===== config.mk =====
export PLATFORM = sky130hd
export DESIGN_NAME = exec_ctrl
export DESIGN_NICKNAME = d
export VERILOG_FILES = /design/src/rtl/exec_ctrl.sv
export SDC_FILE = /design/constraint.sdc
export NUM_CORES = 1
export LEC_CHECK = 0
export ABC_AREA = 1
export BUFFER_PORTS_ARGS = -buffer_cell sky130_fd_sc_hd__buf_2
export CORE_ASPECT_RATIO = 1.1
export CORE_UTILIZATION = 50
export CTS_BUF_LIST = sky130_fd_sc_hd__clkbuf_4 sky130_fd_sc_hd__clkbuf_8 sky130_fd_sc_hd__clkbuf_16
export DETAILED_ROUTE_END_ITERATION = 10
export GPL_TIMING_DRIVEN = 0
export PLACE_DENSITY = 0.78
export REMOVE_ABC_BUFFERS = 1
export SLEW_MARGIN = 20
export SYNTH_ARGS = -nofsm -noshare
export SYNTH_HDL_FRONTEND = slang
export SYNTH_SLANG_ARGS = --single-unit

===== constraint.sdc =====
create_clock -name clk -period 1.9 [get_ports clk]
set_input_delay 0.285 -clock clk [delete_from_list [all_inputs] [get_ports clk]]
set_output_delay 0.285 -clock clk [all_outputs]
set_load 0.005 [all_outputs]

===== src/rtl/exec_ctrl.sv =====
`default_nettype none
// ============================================================================
//  Module   : exec_ctrl
//  Purpose  : Run/step/halt execution sequencer for the single-cycle MIPS
//             core. Synchronizes three raw buttons into one-cycle pulses,
//             drives the datapath clock-enable cpu_en, supports a single PC
//             breakpoint, stops on a decoded halt instruction and counts
//             retired instructions.
//  Options  : EXEC_CTRL_DEBOUNCE_EN - adds a DEBOUNCE_CYCLES stable-sample
//             debouncer on every button after the synchronizer.
//  Revision : 1.0 - initial release
// ============================================================================
module exec_ctrl #(
  parameter int PC_W            = 32,
  parameter int CNT_W           = 32,
  parameter int DEBOUNCE_CYCLES = 4
) (
  input  logic             clk,
  input  logic             rst_n,
  input  logic             btn_run,
  input  logic             btn_step,
  input  logic             btn_halt,
  input  logic [PC_W-1:0]  pc,
  input  logic             halt_insn,
  input  logic             bp_en,
  input  logic [PC_W-1:0]  bp_addr,
  output logic             cpu_en,
  output logic [1:0]       state,
  output logic [CNT_W-1:0] retired_cnt,
  output logic             bp_hit
);

  localparam logic [1:0] S_HALT  = 2'b00;
  localparam logic [1:0] S_RUN   = 2'b01;
  localparam logic [1:0] S_STEP  = 2'b10;
  localparam logic [1:0] S_BREAK = 2'b11;

  localparam logic [CNT_W-1:0] CNT_MAX = '1;

`ifdef EXEC_CTRL_DEBOUNCE_EN
  localparam bit DB_EN = 1'b1;
`else
  localparam bit DB_EN = 1'b0;
`endif

  // Bit order for all button vectors: [2]=halt, [1]=step, [0]=run
  logic [2:0] btn_raw;
  logic [2:0] sync1;
  logic [2:0] sync2;
  logic [2:0] btn_lvl;
  logic [2:0] lvl_prev;
  logic [2:0] pulse;

  logic       p_run;
  logic       p_step;
  logic       p_halt;

  logic [1:0] cur_state;
  logic [1:0] nxt_state;
  logic       skip;
  logic       bphit_c;

  assign btn_raw = {btn_halt, btn_step, btn_run};

  // Two-flop synchronizer for the asynchronous buttons
  always_ff @(posedge clk or negedge rst_n) begin
    if (!rst_n) begin
      sync1 <= 3'b000;
      sync2 <= 3'b000;
    end else begin
      sync1 <= btn_raw;
      sync2 <= sync1;
    end
  end

  generate
    if (DB_EN && (DEBOUNCE_CYCLES > 0)) begin : g_debounce
      localparam int DB_W = $clog2(DEBOUNCE_CYCLES + 1);
      localparam logic [DB_W-1:0] DB_LAST = DB_W'(DEBOUNCE_CYCLES - 1);

      for (genvar i = 0; i < 3; i++) begin : g_btn
        logic [DB_W-1:0] cnt;
        logic            lvl;

        // Level flips only after DEBOUNCE_CYCLES consecutive differing samples
        always_ff @(posedge clk or negedge rst_n) begin
          if (!rst_n) begin
            cnt <= '0;
            lvl <= 1'b0;
          end else if (sync2[i] == lvl) begin
            cnt <= '0;
          end else if (cnt == DB_LAST) begin
            cnt <= '0;
            lvl <= sync2[i];
          end else begin
            cnt <= cnt + 1'b1;
          end
        end

        assign btn_lvl[i] = lvl;
      end
    end else begin : g_raw
      assign btn_lvl = sync2;
    end
  endgenerate

  // Registered rising-edge detector; a held button yields a single pulse
  always_ff @(posedge clk or negedge rst_n) begin
    if (!rst_n) begin
      lvl_prev <= 3'b000;
      pulse    <= 3'b000;
    end else begin
      lvl_prev <= btn_lvl;
      pulse    <= btn_lvl & ~lvl_prev;
    end
  end

  assign p_run  = pulse[0];
  assign p_step = pulse[1];
  assign p_halt = pulse[2];

  // Breakpoint compare is masked for the first executed instruction after resume
  assign bphit_c = bp_en && (pc == bp_addr) && !skip;

  // State register
  always_ff @(posedge clk or negedge rst_n) begin
    if (!rst_n) begin
      cur_state <= S_HALT;
    end else begin
      cur_state <= nxt_state;
    end
  end

  // Next-state logic; coincident pulses resolve halt > step > run
  always_comb begin
    nxt_state = cur_state;
    case (cur_state)
      S_HALT: begin
        if (p_halt) begin
          nxt_state = S_HALT;
        end else if (p_step) begin
          nxt_state = S_STEP;
        end else if (p_run) begin
          nxt_state = S_RUN;
        end
      end
      S_RUN: begin
        if (p_halt || halt_insn) begin
          nxt_state = S_HALT;
        end else if (bphit_c) begin
          nxt_state = S_BREAK;
        end
      end
      S_STEP: begin
        nxt_state = S_HALT;
      end
      S_BREAK: begin
        if (p_halt) begin
          nxt_state = S_HALT;
        end else if (p_step) begin
          nxt_state = S_STEP;
        end else if (p_run) begin
          nxt_state = S_RUN;
        end
      end
      default: begin
        nxt_state = S_HALT;
      end
    endcase
  end

  // Output logic: datapath enable valid in the same cycle as the state
  always_comb begin
    cpu_en = 1'b0;
    case (cur_state)
      S_RUN:   cpu_en = !halt_insn && !bphit_c && !p_halt;
      S_STEP:  cpu_en = !halt_insn && !p_halt;
      default: cpu_en = 1'b0;
    endcase
  end

  // Skip flag: armed on entry to RUN/STEP, dropped after first enabled cycle
  always_ff @(posedge clk or negedge rst_n) begin
    if (!rst_n) begin
      skip <= 1'b0;
    end else if ((nxt_state != cur_state) &&
                 ((nxt_state == S_RUN) || (nxt_state == S_STEP))) begin
      skip <= 1'b1;
    end else if (cpu_en) begin
      skip <= 1'b0;
    end
  end

  // Breakpoint indicator tracks the registered BREAK state
  always_ff @(posedge clk or negedge rst_n) begin
    if (!rst_n) begin
      bp_hit <= 1'b0;
    end else begin
      bp_hit <= (nxt_state == S_BREAK);
    end
  end

  // Saturating retired-instruction counter
  always_ff @(posedge clk or negedge rst_n) begin
    if (!rst_n) begin
      retired_cnt <= '0;
    end else if (cpu_en && (retired_cnt != CNT_MAX)) begin
      retired_cnt <= retired_cnt + 1'b1;
    end
  end

  assign state = cur_state;

endmodule
`default_nettype wire


; ---- Yosys cells after proc, flatten, opt, wreduce, memory -nomap -nowiden
; Cells that the tools add are included.
[word_totals]
regBits = 48
input_bits = 71
word_cells = 45
output_inout_bits = 36
[op_classes]
muxes = 9
n_bitwise = 2
n_reduce_logical = 16
add_sub_neg = 1
eq_ne = 9
[op_table]
columns = op, count
row1 = "adder 32 x 1 -> 32 bit, second input constant", 1
row2 = == test 32 bit, 1
row3 = "!= test 32 bit, second input constant", 1
row4 = two-way mux 2 bit, 5
row5 = "== test 2 bit, second input constant", 4
row6 = logical AND 1 bit, 7
row7 = case mux 2 bit (3 select lines), 1
row8 = "== test 2 x 1 -> 1 bit, second input constant", 2
row9 = logical NOT 1 bit, 4
row10 = AND 3 bit, 1
row11 = inverter 3 bit, 1
row12 = logical NOT 2 bit, 1
row13 = logical OR 1 bit, 2
row14 = two-way mux 1 bit, 2
row15 = != test 2 bit, 1
row16 = case mux 1 bit (2 select lines), 1
row17 = nonzero test 2 bit, 1
row18 = OR reduction 2 bit, 1

; ---- Depth between registers and ports, before layout
; Gate-level depths: netlist (run 1).
[depth]
word_depth = 10
depth_mapped = 17
depth_no_buf = 17

; ---- Worst setup path after synthesis (run 1)
; Ideal clock, no wire load.
[synth_path]
kind = register to register
from = reg retired_cnt[0]
to = reg retired_cnt[2]
setup_time_ps = 67
required_ps = 1833
path_stages_with_launch = 13
slack_ps = 91
arrival_time_ps = 1742
synth_period_minus_slack_ps = 1809
n_path_buf = 1
cell_sequence = dfrtp_1 > ha_1 > nand3_2 > nor2_2 > inv_2 > nor2_2 > inv_2 > nor2_4 > nand4_4 > nand3_2 > buf_6 > nand2_1 > nand2_1
[synth_between]
elab_chain_len = 2
elab_cells_between_ends = 3
classes_between = add/sub (1) / eq/ne (1) / reduce/logical (1)
[synth_lines]
columns = item, line
row1 = start: declaration, 29  ; output logic [CNT_W-1:0] retired_cnt,
row2 = start signal: assignment, 208  ; retired_cnt <= retired_cnt + 1'b1;
row3 = branches (longest 2 deep; another with adder 32 x 1 -> 32 bit), -
; Several ways; the timed one is not identified.
; A chain may end at the register's enable or synchronous reset.

; ---- Worst setup path after layout (run 1)
[layout_path]
from = reg skip
to = out cpu_en
[layout_between]
elab_chain_len = 6
[layout_lines]
columns = item, line
row1 = start: declaration, 60  ; logic skip;
row2 = start signal: assignment, 185  ; skip <= 1'b0;
row3 = start signal: assignment, 188  ; skip <= 1'b1;
row4 = start signal: assignment, 190  ; skip <= 1'b0;
row5 = logical NOT 1 bit, 123  ; assign bphit_c = bp_en && (pc == bp_addr) && !skip;
row6 = logical AND 1 bit, 123
row7 = logical NOT 1 bit, 176  ; S_RUN: cpu_en = !halt_insn && !bphit_c && !p_halt;
row8 = logical AND 1 bit (2 in a row), 176
row9 = case mux 1 bit (2 select lines), 175  ; case (cur_state)
row10 = end: declaration, 27  ; output logic cpu_en,
; Every way passes these cells.

==> key figures, run 1 <==
Status
  – Status: finished, violations left
  – Violated checks: negative hold slack, negative setup slack

STA
  – Max-slew violations: 0
  – Min Tclk post-route: ~2 ns
  – RSZ-0062 raised after global routing: true
  – Layout Skew: ~0.0055 ns
  – Final hold violation count: 38
  – WHS: -0.02694 ns
  – Worst Tran Pin Value: roughly 0.64 ns
  – Period utilisation layout: 105.1%
  – Final Setup Violations: 33
  – Max transition margin: 57.07%
  – Fmax: 0.5006 GHz
  – Final worst slack: -0.09767 ns

Critical path
  – Critical path class: flip-flop to primary output
  – R2R setup slack: -0.07 ns
  – Critical Path Start Type: flip-flop
  – CP arrival: 1.71 ns
  – CP Max Fanout: 2
  – Reg-to-Reg Start: retired_cnt[24]
  – Worst setup EP type: primary output
  – Register-to-Register Path Depth: 7
  – Reg2reg end: retired_cnt[7]
  – Worst Path Required: between 1.5 and 2 ns

Power and ir drop
  – Total power draw: roughly 3.1 mW
  – Leak: approximately 2.7 nW
  – P per Cell Area: roughly 660 nW/µm²
  – VDD IR-drop max: slightly below 700 µV

Detailed routing
  – ANT nets after route: 0
  – Detailed Route Iter0 Violations: between 300 and 400
  – DR top layer: met4
  – WL final: between 10 and 15 mm
  – DR WL/cell: roughly 15 µm
  – DRC errors left: 0
  – Met1 wire length: ~4.5 mm
  – Via/cell ratio: about 5.6
  – DR WL met3: about 1.2 mm
  – Pre-Repair DR Iteration Count: 5
  – Met2 WL: 5.512 mm
  – DR vias: 4190

Clock tree
  – CTS tree: yes
  – CTS clk-pin slew, worst paths: ~0.09 ns
  – Worst-skew pair later-pin latency: 0.31 ns
  – CTS max path bufs: 2
  – Number of H-tree levels: 2
  – Clock tree sinks: 48
  – Root Buffer: clkbuf_8
  – CTS buffer count: 5
  – CTS Hold Bufs: 0

Yosys
  – Synth Instances: between 500 and 600
  – Register area share after synthesis: 34.18%
  – Synth Warn #: 0
  – Synth cell types: 28
  – Mapped cell area: around 3500 µm²
  – Number of register bits inferred by synthesis: between 40 and 50
  – Avg Inst Size Synth: 6.631 µm²
  – Post-synth ARST share: 100.0%
  – Synth Flop Type: dfrtp_1
  – Post-synth EDFFs: 0

Global routing
  – First-pass GRT wire length: roughly 18 mm
  – Gr usage total: 31.61%
  – Vias in the first global route: between 3000 and 4000
  – Overflow after GRT: 0
  – Pin count of the biggest net entering global routing: between 40 and 50
  – Initial antenna violation count: 0

Placement
  – Hpwl dp: approximately 7.0 mm
  – Pre-CTS setup slack: -0.9146 ns
  – Dpl cells: approximately 710
  – Gpl congestion: 0.9152
  – IO Port Bufs: 106

Die
  – # IOs: about 110
  – Initial Util: a little over half
  – Chip Height: 89.93 µm
  – Die area: 7369 µm²
  – Core area: 6671 µm²
  – Die Span X: ~80 µm
  – Site Rows: 31

Cells and area
  – # nets final: 743
  – Commonest non-fill, non-tap cell in the layout: nand2_1
  – Area grow syn2layout: 35.67%
  – Share of cells above drive strength 1: a little under a third
  – Non-filler cells, final: roughly 750
  – Ant. Diodes: 0
  – Most frequent cells in the layout: nand2_1 (181), buf_2 (105), inv_1 (76)
  – Fin util: approximately 71%

Run
  – Max-cap viol count: 0

Hold path
  – Hold Path Class: input pin to asynchronous set/reset pin
cell type report:
| class | instances | area [µm²] |
|---|---|---|
| multi-input cells | 399 | 2265 |
| clock inverters | 3 | 42.54 |
| inverters | 78 | 292.8 |
| well taps | 82 | 102.6 |
| flip-flops and latches | 48 | 1206 |
| fillers | 558 | 1903 |
| clock buffers | 5 | 68.82 |
| repair buffers | 136 | 790.8 |
layer usage:
metal	vias up	track usage, %
met1	1898	39.92
met2	275	51.86
li1	1973	-
met3	44	4.365
met5	-	0
met4	0	15.35
cells in the mapped netlist (2+ instances only):
| master | instances | area share (%) |
|---|---|---|
| nand2_1 | 203 | 22 |
| inv_1 | 76 | 8.1 |
| dfrtp_1 | 48 | 34 |
| nor2_1 | 47 | 5.0 |
| nand4_1 | 42 | 7.5 |
| xor2_1 | 27 | 6.7 |
| nor3_1 | 16 | 2.3 |
| nand3_1 | 13 | 1.9 |
| xnor2_1 | 11 | 2.7 |
| nor4_1 | 7 | 1.2 |
| buf_2 | 5 | 0.71 |
| ha_1 | 4 | 1.4 |
| buf_6 | 3 | 0.96 |
| o2111ai_1 | 3 | 0.75 |
| o21ai_0 | 3 | 0.43 |
| or2_2 | 3 | 0.53 |
| buf_1 | 2 | 0.21 |
| clkbuf_1 | 2 | 0.21 |
| inv_2 | 2 | 0.21 |
| nand3_2 | 2 | 0.57 |
| nand3b_1 | 2 | 0.43 |
| nor2_2 | 2 | 0.36 |
| nor3b_1 | 2 | 0.43 |
worst max-delay path by stage:
stage,slack (ns),end,cells past startpoint,from
final,-0.1,cpu_en,9,skip
after global routing,-0.14,retired_cnt[12],7,retired_cnt[24]
after CTS,-0.1,cpu_en,9,skip
after detailed placement,-0.91,retired_cnt[4],10,bp_addr[10]
after global placement,-1.96,retired_cnt[8],6,state[0]
after floorplan,-1.02,retired_cnt[0],6,state[0]
stage by stage:
| stage | setup TNS, ns | hold slack [ns] | cell area (µm²) |
|---|---|---|---|
| after floorplan | -33.51 | -0.01059 | 3441 |
| after global placement | -64.83 | 0.3317 | 4074 |
| after detailed placement | -28.42 | 0.3371 | 4086 |
| after CTS | -0.6874 | 0.07782 | 4608 |
| after global routing | -3.849 | 0.02639 | 4768 |
| final | -1.758 | -0.02694 | 4768 |
cells by family (layout without fill, tap and decap cells):
group	Yosys count	count (layout)	synth area share [%]
AND/OR/NAND/NOR	341	348	42.79
AO/OA/AOI/OAI	9	9	1.709
XOR/XNOR	38	38	9.470
adder cells (fa/ha/maj)	4	4	1.424
flip-flops	48	48	34.18
buffers and inverters	90	222	10.43
critical path: stages, from the launching register on:
cell and delay (ns):
dfrtp_1 0.39, inv_1 0.07, nand3_2 0.06, a21oi_2 0.13, nand4_1 0.16, nor3_4 0.24, nand3_4 0.11, nand2_2 0.10
inv_1 0.04, buf_2 0.11
registers in the layout, summed over array words and instances, names as in the netlist:
register	cells
sync1	3
btn_lvl	3
bp_hit	1
state	2
skip	1
lvl_prev	3
pulse	3
retired_cnt	32
power by group:
group,internal (mW),switching (mW)
clock,0.390,0.362
sequential,1.10,0.106
combinational,0.492,0.674
total,1.98,1.14
repair_timing:
action,CTS,global route
buffers inserted,21,8
pin swaps,11,11
resized for setup,30,30
gates cloned,8,0
setup endpoints to repair,34,34
Power figures use the tool's default switching activity.
==> inputs of run 2 (changes only) <==
--- a/config.mk
+++ b/config.mk
@@ -13,4 +13,5 @@
 export DETAILED_ROUTE_END_ITERATION = 10
 export GPL_TIMING_DRIVEN = 0
+export HOLD_SLACK_MARGIN = 0.02
 export PLACE_DENSITY = 0.78
 export REMOVE_ABC_BUFFERS = 1
==> constraint.sdc (replaced) <==
create_clock -name clk -period 1.9 [get_ports clk]
set_input_delay 0.095 -clock clk [delete_from_list [all_inputs] [get_ports clk]]
set_output_delay 0.095 -clock clk [all_outputs]
set_load 0.005 [all_outputs]
==> key figures, run 2 (synthesis results as in run 1) <==
Status
  – Status: finished, final reports clean

Global routing
  – Initial antenna violation count: 0
  – First-pass GRT wire length: around 17 mm
  – Overflow after GRT: 0
  – Vias in the first global route: 3715
  – Pin count of the biggest net entering global routing: about 50
  – Gr usage total: around 31%

Clock tree
  – Clock tree sinks: 48
  – CTS buffer count: 5
  – CTS tree: yes
  – CTS max path bufs: 2
  – Number of H-tree levels: 2
  – Worst-skew pair later-pin latency: approximately 0.3 ns
  – CTS clk-pin slew, worst paths: roughly 0.090 ns
  – Root Buffer: clkbuf_8

Cells and area
  – Fillers: 551
  – Final Instance Area: about 4800 µm²
  – Multi-input gate area: 2205 µm²
  – Fin util: between 70% and 80%
  – Area grow syn2layout: 36.74%
  – Most frequent cells in the layout: nand2_1 (202), buf_2 (105), inv_1 (76)
  – Non-filler cells, final: 756
  – # nets final: around 750
  – Most flops, register: retired_cnt
  – Reg area: 1207 µm²
  – Ant. Diodes: 0
  – Max reg flops: 32
  – Commonest non-fill, non-tap cell in the layout: nand2_1
  – Share of cells above drive strength 1: a little over a quarter

STA
  – WHS: around 0.33 ns
  – Period utilisation layout: about 100%
  – Final worst slack: between 0.006 and 0.007 ns
  – Layout Skew: roughly 0.008 ns
  – Max-slew violations: 0
  – Worst Tran Pin Value: 0.6018 ns
  – Min Tclk post-route: 1.893 ns
  – Final hold violation count: 0
  – Fmax: between 0.5 and 0.6 GHz
  – Max transition margin: between 50% and 60%
  – RSZ-0062 raised after global routing: true
  – Final Setup Violations: 0

Die
  – Chip Height: 89.93 µm
  – Die Span X: 81.94 µm
  – # IOs: approximately 110
  – Initial Util: 52.68%
  – Core area: 6671 µm²
  – Site Rows: 31
  – Die area: ~7400 µm²

Detailed routing
  – ANT nets after route: 0
  – WL final: about 12 mm
  – DRC errors left: 0
  – Via/cell ratio: 5.562
  – DR WL/cell: roughly 15 µm
  – Detailed Route Iter0 Violations: 383
  – Pre-Repair DR Iteration Count: 5
  – DR vias: 4205

Critical path
  – CP delay by family, top: simple AND/OR/NAND/NOR gates
  – CP most frequent cell: inv_1
  – Critical Path Start Type: flip-flop
  – CP Max Fanout: 5
  – CP arrival: approximately 2.1 ns
  – CP bufs+invs: 3
  – Worst Path Required: 2.13 ns
  – Slowest cell on crit path: dfrtp_1
  – Max incr delay on CP: slightly above 0.4 ns
  – Critical path class: flip-flop to flip-flop
  – Worst setup EP type: flip-flop
  – Critical path, cell by cell: buf_4, nand3_4, nor2_4, inv_1, nor2_2, inv_1, nor3_1, xor2_1, nand4_1, nand2_1

Power and ir drop
  – Leak: approximately 2.8 nW
  – VDD IR-drop max: 596.6 µV
  – P per Cell Area: between 600 and 700 nW/µm²

Run
  – Max-cap viol count: 0

Placement
  – Dpl cells: ~700
  – Gpl congestion: roughly 0.92
  – Pre-CTS setup slack: -0.8625 ns
  – Hpwl dp: 7.041 mm
  – DP Area: approximately 4100 µm²
  – IO Port Bufs: 106

Hold path
  – Hold Path Class: input pin to flip-flop
## run 2: path summary, 6_finish.rpt
check	startpoint	cells after the start	slack, ns	end
setup reg to reg	retired_cnt[1]	10	0.007	retired_cnt[23]
hold / removal	halt_insn	6	0.33	skip
min in group asynchronous	rst_n	2	0.36	retired_cnt[13]
max in group asynchronous	rst_n	2	1.10	retired_cnt[2]
hold reg to reg	sync1[0]	0	0.36	btn_lvl[0]
setup / recovery	retired_cnt[1]	10	0.007	retired_cnt[23]
## run 2: area by class of cell
type,instances,share of cell area [%]
inverters,78,6.092
flip-flops and latches,48,25.12
clock inverters,3,0.8852
repair buffers,142,18.46
multi-input cells,398,45.87
well taps,82,2.135
clock buffers,5,1.432
## run 2: repair_timing
item,in CTS,in global routing
hold buffers,4,0
endpoints found under the hold margin,16,0
pin swaps,11,10
gates cloned,6,1
gates resized for setup,27,14
setup endpoints to repair,34,34
buffers inserted,23,8
## run 2: metrics by stage
step	TNS (ns)	total power, mW
after CTS	-0.001185	2.953
after global routing	-0.4643	3.220
after global placement	-64.64	1.906
final	0	3.051
after floorplan	-33.32	1.636
after detailed placement	-26.30	1.946
## run 2: power by group
part	internal [mW]	switching, mW	total, mW
clock network	0.390	0.352	0.742
registers	1.10	0.104	1.20
logic	0.462	0.642	1.10
total	1.95	1.10	3.05
## run 2: per-layer routing
metal,vias to the layer above,part of all wire [%],global-route usage [%]
li1,1974,-,-
met1,1892,39,40.77
met2,295,48,50.21
met3,44,10,3.553
met4,0,3.2,11.26
met5,-,0,0
## run 2: worst reg2reg max path, stage by stage (launching register included)
cell and delay, ns:
dfrtp_1 0.41, buf_4 0.17, nand3_4 0.11, nor2_4 0.13, inv_1 0.09, nor2_2 0.17, inv_1 0.11, nor3_1 0.28
xor2_1 0.17, nand4_1 0.10, nand2_1 0.10
